==> src/rtl/fetch_stage.sv <==
// IF stage of the 5-stage MIPS pipeline plus the IF/ID pipeline register.
// Holds the PC, chooses the next PC from PCSource/HazardControl and latches
// {instruction, PC+4} for decode. All outputs come straight from registers.
module fetch_stage #(
  parameter logic [31:0] RESET_PC   = 32'h0000_0000,
  parameter logic [31:0] IRQ_VECTOR = 32'h8000_0004,
  parameter logic [31:0] EXC_VECTOR = 32'h8000_0008,
  parameter logic [31:0] NOP        = 32'h0000_0000
) (
  input  logic        clk,
  input  logic        reset,
  input  logic        HazardControl,
  input  logic [2:0]  PCSource,
  input  logic [31:0] BranchTarget,
  input  logic [31:0] JumpTarget,
  input  logic [31:0] JrTarget,
  input  logic [31:0] Instruction_in,
  output logic [31:0] PC_out,
  output logic [31:0] IF_ID_Instruction,
  output logic [31:0] IF_ID_PC_Plus4,
  output logic        IF_ID_Valid,
  output logic [15:0] StallCount
);

  logic        hard_redir;
  logic        soft_redir;
  logic [31:0] redir_target;
  logic [31:0] pc_plus4;

  assign pc_plus4 = PC_out + 32'd4;

  // Classify PCSource and pick the redirect target. Hard redirects (branch
  // resolved in EX, IRQ, exception) beat a stall because the stalled ID
  // instruction is on the wrong path; soft ones (jr/j from ID) wait it out.
  always_comb begin
    hard_redir   = 1'b0;
    soft_redir   = 1'b0;
    redir_target = 32'h0;
    case (PCSource)
      3'b001: begin hard_redir = 1'b1; redir_target = BranchTarget; end
      3'b100: begin hard_redir = 1'b1; redir_target = IRQ_VECTOR;   end
      3'b101: begin hard_redir = 1'b1; redir_target = EXC_VECTOR;   end
      3'b010: begin soft_redir = 1'b1; redir_target = JrTarget;     end
      3'b011: begin soft_redir = 1'b1; redir_target = JumpTarget;   end
      default: ;  // 000, 110, 111: sequential
    endcase
    // Targets are always word aligned.
    redir_target[1:0] = 2'b00;
  end

  // PC, IF/ID register and stall counter; priority reset > hard > stall > soft > seq.
  always_ff @(posedge clk) begin
    if (reset) begin
      PC_out            <= RESET_PC;
      IF_ID_Instruction <= NOP;
      IF_ID_PC_Plus4    <= 32'h0;
      IF_ID_Valid       <= 1'b0;
      StallCount        <= 16'h0;
    end else if (hard_redir) begin
      PC_out            <= redir_target;
      IF_ID_Instruction <= NOP;
      IF_ID_PC_Plus4    <= 32'h0;
      IF_ID_Valid       <= 1'b0;
    end else if (HazardControl) begin
      // PC and IF/ID hold; a pending jr/j is taken once the stall lifts.
      if (StallCount != 16'hFFFF) StallCount <= StallCount + 16'd1;
    end else if (soft_redir) begin
      // Instruction fetched this cycle is wrong path: drop it as a bubble.
      PC_out            <= redir_target;
      IF_ID_Instruction <= NOP;
      IF_ID_PC_Plus4    <= 32'h0;
      IF_ID_Valid       <= 1'b0;
    end else begin
      PC_out            <= pc_plus4;
      IF_ID_Instruction <= Instruction_in;
      IF_ID_PC_Plus4    <= pc_plus4;
      IF_ID_Valid       <= 1'b1;
    end
  end

endmodule

==> config.mk <==
export PLATFORM = sky130hd
export DESIGN_NAME = fetch_stage
export DESIGN_NICKNAME = d
export VERILOG_FILES = /design/src/rtl/fetch_stage.sv
export SDC_FILE = /design/constraint.sdc
export NUM_CORES = 1
export LEC_CHECK = 0
export CORE_UTILIZATION = 43
export DETAILED_ROUTE_END_ITERATION = 8
export GPL_ROUTABILITY_DRIVEN = 0
export PLACE_DENSITY = 0.81
export SYNTH_ARGS = -nofsm -noshare
export SYNTH_HDL_FRONTEND = slang
export SYNTH_SLANG_ARGS = --single-unit
==> constraint.sdc <==
create_clock -name clk -period 4.2 [get_ports clk]
set_clock_uncertainty 0.15 [all_clocks]
set_input_delay 0.84 -clock clk [delete_from_list [all_inputs] [get_ports clk]]
set_output_delay 0.84 -clock clk [all_outputs]
set_load 0.03 [all_outputs]
==> run_results.csv, run 1 <==
group,metric,value,unit
power_and_ir_drop,total_power,2.57,mW
global_route,grt_pass1_wl,32.0,mm
power_and_ir_drop,power.density,296,nW/um2
logic_synthesis,syn_area_per_cell,8.45,um2
place,portBuffers,240,
finish,insertedDiodeCount,0,
route,wl,20.1,mm
hold_path,worstHoldPathType,"flip-flop to flip-flop",
finish,fillers,1147,
logic_synthesis,yosys_register_bits,111,
clock_network,cts_resized,0,
route,drt_pre_antenna_iters,5,
die,core_area,13300,um2
place,dp_cells,1072,
timing,final.setup.tns,0,ns
finish,layout-drive-gt1-share,7.35,%
logic_synthesis,netlist_instances,699,
die,io_pins,247,
route,ant_nets,0,
die,rows,42,
finish,final_cell_area,8690,um2
clock_network,htreeDepth,3,
clock_network,clk_latency,0.36,ns
route,vias,6287,
clock_network,cts_root_buffer,"clkbuf_16",
timing,fmax,291,MHz
finish,multiInputGateArea,3400,um2
logic_synthesis,syn-cell-area,5910,um2
timing,hold_viol_final,0,
route,drc,0,
timing,period_minus_slack,3.44,ns
die,dieArea,14200,um2
logic_synthesis,synth_edf_count,0,
critical_path,crit_type,"primary input to flip-flop",
timing,worst_pin_slew,0.945,ns
clock_network,post_cts.repair.setup_buffers,0,
power_and_ir_drop,ir_drop,214,uV
global_route,grt_pass1_vias,6048,
place,dp_hpwl,14.7,mm
logic_synthesis,seq_area_frac_synth,37.6,%
power_and_ir_drop,sw_frac_of_total,27.8,%
timing,rsz0062_at_grt,"false",
global_route,antenna_found_initial,0,
logic_synthesis,synth_cell_types,66,
route,avgViaCountPerCell,5.78,
timing,setup_viol_count_final,0,
clock_network,clockBufferDepth,2,
timing,fin_crit_sh,81.8,%
finish,area_growth,47.0,%
finish,regArea,2220,um2
power_and_ir_drop,p_int,1.85,mW
finish,fin_cells,1088,
place,placed_cell_area,8360,um2
die,die_h,119,um
timing,slew_violations,0,
global_route,grt_max_degree,57,
power_and_ir_drop,seqPwrFrac,43.6,%
critical_path,arrival,3.59,ns
power_and_ir_drop,clkPwrFrac,37.2,%
logic_synthesis,synth_fp_nets,837,
die,die_w,119,um
critical_path,end_kind,"flip-flop",
timing,slew_headroom,36.4,%
finish,nets,1045,
power_and_ir_drop,p_sw,0.715,mW
clock_network,clk_pin_slew,0.07,ns
global_route,gr-total-overflow,0,
logic_synthesis,ys_warn_count,0,
finish,layout_commonest_cell,"clkdlybuf4s50_1",
place,dpl_worst_slack,0.458,ns
logic_synthesis,synth_ff_type,"dfxtp_1",
critical_path,crit_fanout,15,
run,cap_violations,0,
route,drt_iter0_drc,550,
power_and_ir_drop,combPwrFrac,19.2,%
timing,fin_ws,0.765,ns
logic_synthesis,synthArstFlopShare,0,%
global_route,track_usage,28.5,%
critical_path,cp.required,4.36,ns
critical_path,crit_path_start_kind,"primary input",
finish,final_cell_mix,"237 x clkdlybuf4s50_1, 111 x dfxtp_1, 104 x nor2_1",
power_and_ir_drop,p_leak,3.02,nW
clock_network,holdBufCountCts,0,
clock_network,cts_sinks,111,
outcome,status,"completed",
route,wire_per_inst,18.4,um
clock_network,cts_buffers,9,
die,initial_utilization,44.3,%
clock_network,cts_tree,"done",
==> metal layers <==
| layer | GRT usage (%) | vias to the layer above | wire [um] |
|---|---|---|---|
| li1 | - | 2992 | - |
| met1 | 36.4 | 2966 | 8390 |
| met2 | 47.2 | 276 | 9720 |
| met3 | 5.65 | 53 | 1410 |
| met4 | 10.9 | 0 | 549 |
| met5 | 0 | - | 0 |
==> flip-flops by register name, summed over array words and instances, names as in the netlist <==
register and count:
IF_ID_Instruction 32, PC_out 31, IF_ID_PC_Plus4 31, StallCount 16, IF_ID_Valid 1
==> per-stage QoR <==
step | hold WS [ns] | util, %
2_1_floorplan | 0.441 | -
3_3_place_gp | 0.299 | 62.6
3_5_place_dp | 0.297 | 62.6
4_1_cts | 0.317 | 65.1
5_1_grt | 0.329 | 65.1
6_report | 0.317 | 65.1
==> layout make-up <==
type | count | area share (%)
inverters | 7 | 0.302
clock buffers | 9 | 2.59
repair buffers | 254 | 28.7
well taps | 176 | 2.53
flip-flops and latches | 111 | 25.6
clock inverters | 7 | 1.18
multi-input cells | 524 | 39.1
==> path summary, 6_finish.rpt <==
check	slack [ns]	from	endpoint	depth (start not counted)
max	0.76	PCSource[2]	PC_out[26]$_SDFFE_PP0N_	8
min	0.32	IF_ID_PC_Plus4[28]$_SDFFE_PP0N_	IF_ID_PC_Plus4[28]$_SDFFE_PP0N_	1
max reg2reg	1.50	PC_out[2]$_SDFFE_PP0N_	PC_out[28]$_SDFFE_PP0N_	6
min reg2reg	0.32	IF_ID_PC_Plus4[28]$_SDFFE_PP0N_	IF_ID_PC_Plus4[28]$_SDFFE_PP0N_	1
==> cells by family after synthesis <==
group | share of synthesized area (%)
mux | 5.57
fa+ha+maj | 0.847
flops | 37.6
simple gates | 22.2
buf+inv | 5.06
xor+xnor | 5.93
compound gates | 22.8
==> critical path, stage by stage <==
cell and delay [ns]:
clkdlybuf4s50_1 0.57, inv_1 0.26, ha_1 0.39, or3b_1 0.44
a21o_1 0.42, o21ai_0 0.34, o21a_1 0.15, o221a_1 0.17
==> power groups by stage <==
stage	clock [mW]	sequential (mW)	combinational [mW]
floorplan	0	1.19	0.199
global placement	0	1.14	0.484
detailed placement	0	1.14	0.488
CTS	0.970	1.12	0.491
global route	1.02	1.12	0.527
finish	0.956	1.12	0.492
==> Yosys cell counts (4+ instances only) <==
| cell type | instances | area (um2) |
|---|---|---|
| and2_1 | 4 | 25.0 |
| nand4_1 | 13 | 81.3 |
| buf_1 | 5 | 18.8 |
| nor4b_1 | 4 | 35.0 |
| nor4_1 | 11 | 68.8 |
| o32ai_1 | 4 | 35.0 |
| nor3_1 | 18 | 90.1 |
| mux2i_1 | 16 | 160 |
| buf_2 | 13 | 65.1 |
| o21ai_0 | 33 | 165 |
| a21oi_1 | 34 | 170 |
| a211oi_1 | 6 | 45.0 |
| and3_1 | 9 | 56.3 |
| o22ai_1 | 5 | 31.3 |
| xor2_1 | 13 | 114 |
| mux2_2 | 15 | 169 |
| clkbuf_1 | 31 | 116 |
| o2bb2ai_1 | 21 | 184 |
| inv_1 | 5 | 18.8 |
| or3_1 | 6 | 37.5 |
| dfxtp_1 | 111 | 2220 |
| and4_1 | 8 | 70.1 |
| a31oi_1 | 9 | 56.3 |
| nand2_1 | 33 | 124 |
| ha_1 | 4 | 50.1 |
| xnor2_1 | 27 | 236 |
| nand3_1 | 17 | 85.1 |
| a22oi_1 | 60 | 450 |
| nor2_1 | 105 | 394 |
Power figures use the tool's default switching activity.
==> run 2: changes to the inputs <==
==> constraint.sdc (replaced) <==
create_clock -name clk -period 3.2 [get_ports clk]
set_clock_uncertainty 0.15 [all_clocks]
set_input_delay 0.64 -clock clk [delete_from_list [all_inputs] [get_ports clk]]
set_output_delay 0.64 -clock clk [all_outputs]
set_load 0.03 [all_outputs]
==> run 2 against run 1 <==
  * Cell count up 1.5%
  * Flip-flop and latch count did not move
  * Utilization up 0.75 points
  * Worst hold slack worse by 0.0045 ns
  * Largest cell class unchanged
==> run_results.csv, run 2 (synthesis results as in run 1) <==
group,metric,value,unit
timing,holdWs,0.313,ns
power_and_ir_drop,p_leak,3.09,nW
die,die_h,119,um
die,core_area,13300,um2
clock_network,cts_root_buffer,"clkbuf_16",
critical_path,crit_fanout,9,
die,rows,42,
die,dieArea,14200,um2
route,wire_per_inst,18.0,um
place,portBuffers,240,
timing,final.setup.tns,0,ns
die,io_pins,247,
timing,hold_viol_final,0,
timing,slew_violations,0,
outcome,status,"completed",
critical_path,arrival,2.81,ns
critical_path,crit_path_start_kind,"primary input",
clock_network,htreeDepth,3,
clock_network,cts_resized,0,
timing,worst_pin_slew,0.855,ns
die,initial_utilization,44.3,%
route,wl,19.9,mm
finish,final_cell_area,8790,um2
global_route,antenna_found_initial,0,
finish,regMostFlops,"IF_ID_Instruction",
finish,insertedDiodeCount,0,
critical_path,cp.required,3.33,ns
die,die_w,119,um
finish,nets,1061,
route,ant_nets,0,
timing,period_minus_slack,2.68,ns
hold_path,worstHoldPathType,"flip-flop to flip-flop",
clock_network,holdBufCountCts,0,
route,vias,6215,
clock_network,cts_buffers,9,
finish,regArea,2220,um2
route,drt_pre_antenna_iters,7,
clock_network,clk_latency,0.36,ns
global_route,grt_max_degree,47,
timing,fin_crit_sh,83.8,%
critical_path,critPathLaunch,"PCSource[1]",
finish,largest_reg_flops,32,
critical_path,worstSetupEndpoint,"PC_out[12]$_SDFFE_PP0N_",
global_route,grt_pass1_wl,31.8,mm
critical_path,ff2ff_path_depth,6,
finish,area_growth,48.7,%
global_route,grt_pass1_vias,6051,
route,avgViaCountPerCell,5.63,
route,drt_iter0_drc,408,
power_and_ir_drop,power.density,368,nW/um2
finish,layout-drive-gt1-share,8.84,%
place,placed_cell_area,8500,um2
critical_path,crit_type,"primary input to flip-flop",
clock_network,post_cts.repair.setup_buffers,0,
critical_path,worstReg2RegEnd,"IF_ID_PC_Plus4[14]$_SDFFE_PP0N_",
global_route,gr-total-overflow,0,
clock_network,cts_tree,"done",
place,dp_hpwl,14.9,mm
finish,largestRegisters,"IF_ID_Instruction: 32 flops, IF_ID_PC_Plus4: 31 flops, PC_out: 31 flops",
global_route,track_usage,28.3,%
critical_path,r2r_setup_slack,0.62,ns
power_and_ir_drop,ir_drop,346,uV
timing,slew_headroom,42.5,%
clock_network,cts_sinks,111,
finish,layout_commonest_cell,"clkdlybuf4s50_1",
clock_network,clockBufferDepth,2,
finish,fillers,1160,
finish,multiInputGateArea,3400,um2
finish,final_cell_mix,"237 x clkdlybuf4s50_1, 111 x dfxtp_1, 104 x nor2_1",
timing,fmax,373,MHz
route,drc,0,
timing,rsz0062_at_grt,"false",
clock_network,clk_pin_slew,0.07,ns
power_and_ir_drop,total_power,3.23,mW
critical_path,end_kind,"flip-flop",
timing,setup_viol_count_final,0,
run,cap_violations,0,
critical_path,r2r_start,"PC_out[2]$_SDFFE_PP0N_",
==> run 2: critical path, stage by stage <==
cell and delay [ns]:
clkdlybuf4s50_1 0.48, clkinv_1 0.08, ha_1 0.31, or3b_1 0.41, a21o_1 0.29, buf_4 0.21
o21ai_1 0.13, a21oi_1 0.06, nor3_1 0.19
==> run 2: power breakdown <==
| part | internal, mW | switching (mW) |
|---|---|---|
| sequential | 1.42 | 0.0500 |
| clock | 0.558 | 0.539 |
| combinational | 0.332 | 0.332 |
==> run 2: worst min path at each step <==
| stage | startpoint | endpoint | slack [ns] | depth (start not counted) |
|---|---|---|---|---|
| 2_1_floorplan | IF_ID_PC_Plus4[14]$_SDFFE_PP0N_ | IF_ID_PC_Plus4[14]$_SDFFE_PP0N_ | 0.44 | 2 |
| 3_3_place_gp | IF_ID_PC_Plus4[16]$_SDFFE_PP0N_ | IF_ID_PC_Plus4[16]$_SDFFE_PP0N_ | 0.30 | 1 |
| 3_5_place_dp | IF_ID_PC_Plus4[25]$_SDFFE_PP0N_ | IF_ID_PC_Plus4[25]$_SDFFE_PP0N_ | 0.30 | 1 |
| 4_1_cts | IF_ID_PC_Plus4[14]$_SDFFE_PP0N_ | IF_ID_PC_Plus4[14]$_SDFFE_PP0N_ | 0.32 | 2 |
| 5_1_grt | IF_ID_PC_Plus4[24]$_SDFFE_PP0N_ | IF_ID_PC_Plus4[24]$_SDFFE_PP0N_ | 0.33 | 1 |
| 6_report | IF_ID_PC_Plus4[25]$_SDFFE_PP0N_ | IF_ID_PC_Plus4[25]$_SDFFE_PP0N_ | 0.31 | 1 |
==> run 2: stage by stage <==
step	setup slack, ns	utilization (%)	cells
finish	0.519	65.8	1104
global route	0.420	65.8	1104
CTS	0.508	65.8	1104
detailed placement	0.183	63.7	1088
global placement	0.219	63.7	1088
floorplan	0.0827	-	699
==> run 2: cell type report <==
class	instances	share of cell area, %
multi-input cells	524	38.7
repair buffers	270	30.0
clock buffers	11	2.76
flip-flops and latches	111	25.3
clock inverters	5	0.456
inverters	7	0.299
well taps	176	2.51
==> run 2: per-layer routing <==
| layer | track usage (%) | part of all wire (%) | vias to the layer above |
|---|---|---|---|
| li1 | - | - | 3014 |
| met1 | 36.4 | 43 | 2937 |
| met2 | 46.6 | 49 | 238 |
| met3 | 6.27 | 6.7 | 26 |
| met4 | 9.49 | 1.7 | 0 |
| met5 | 0 | 0 | - |
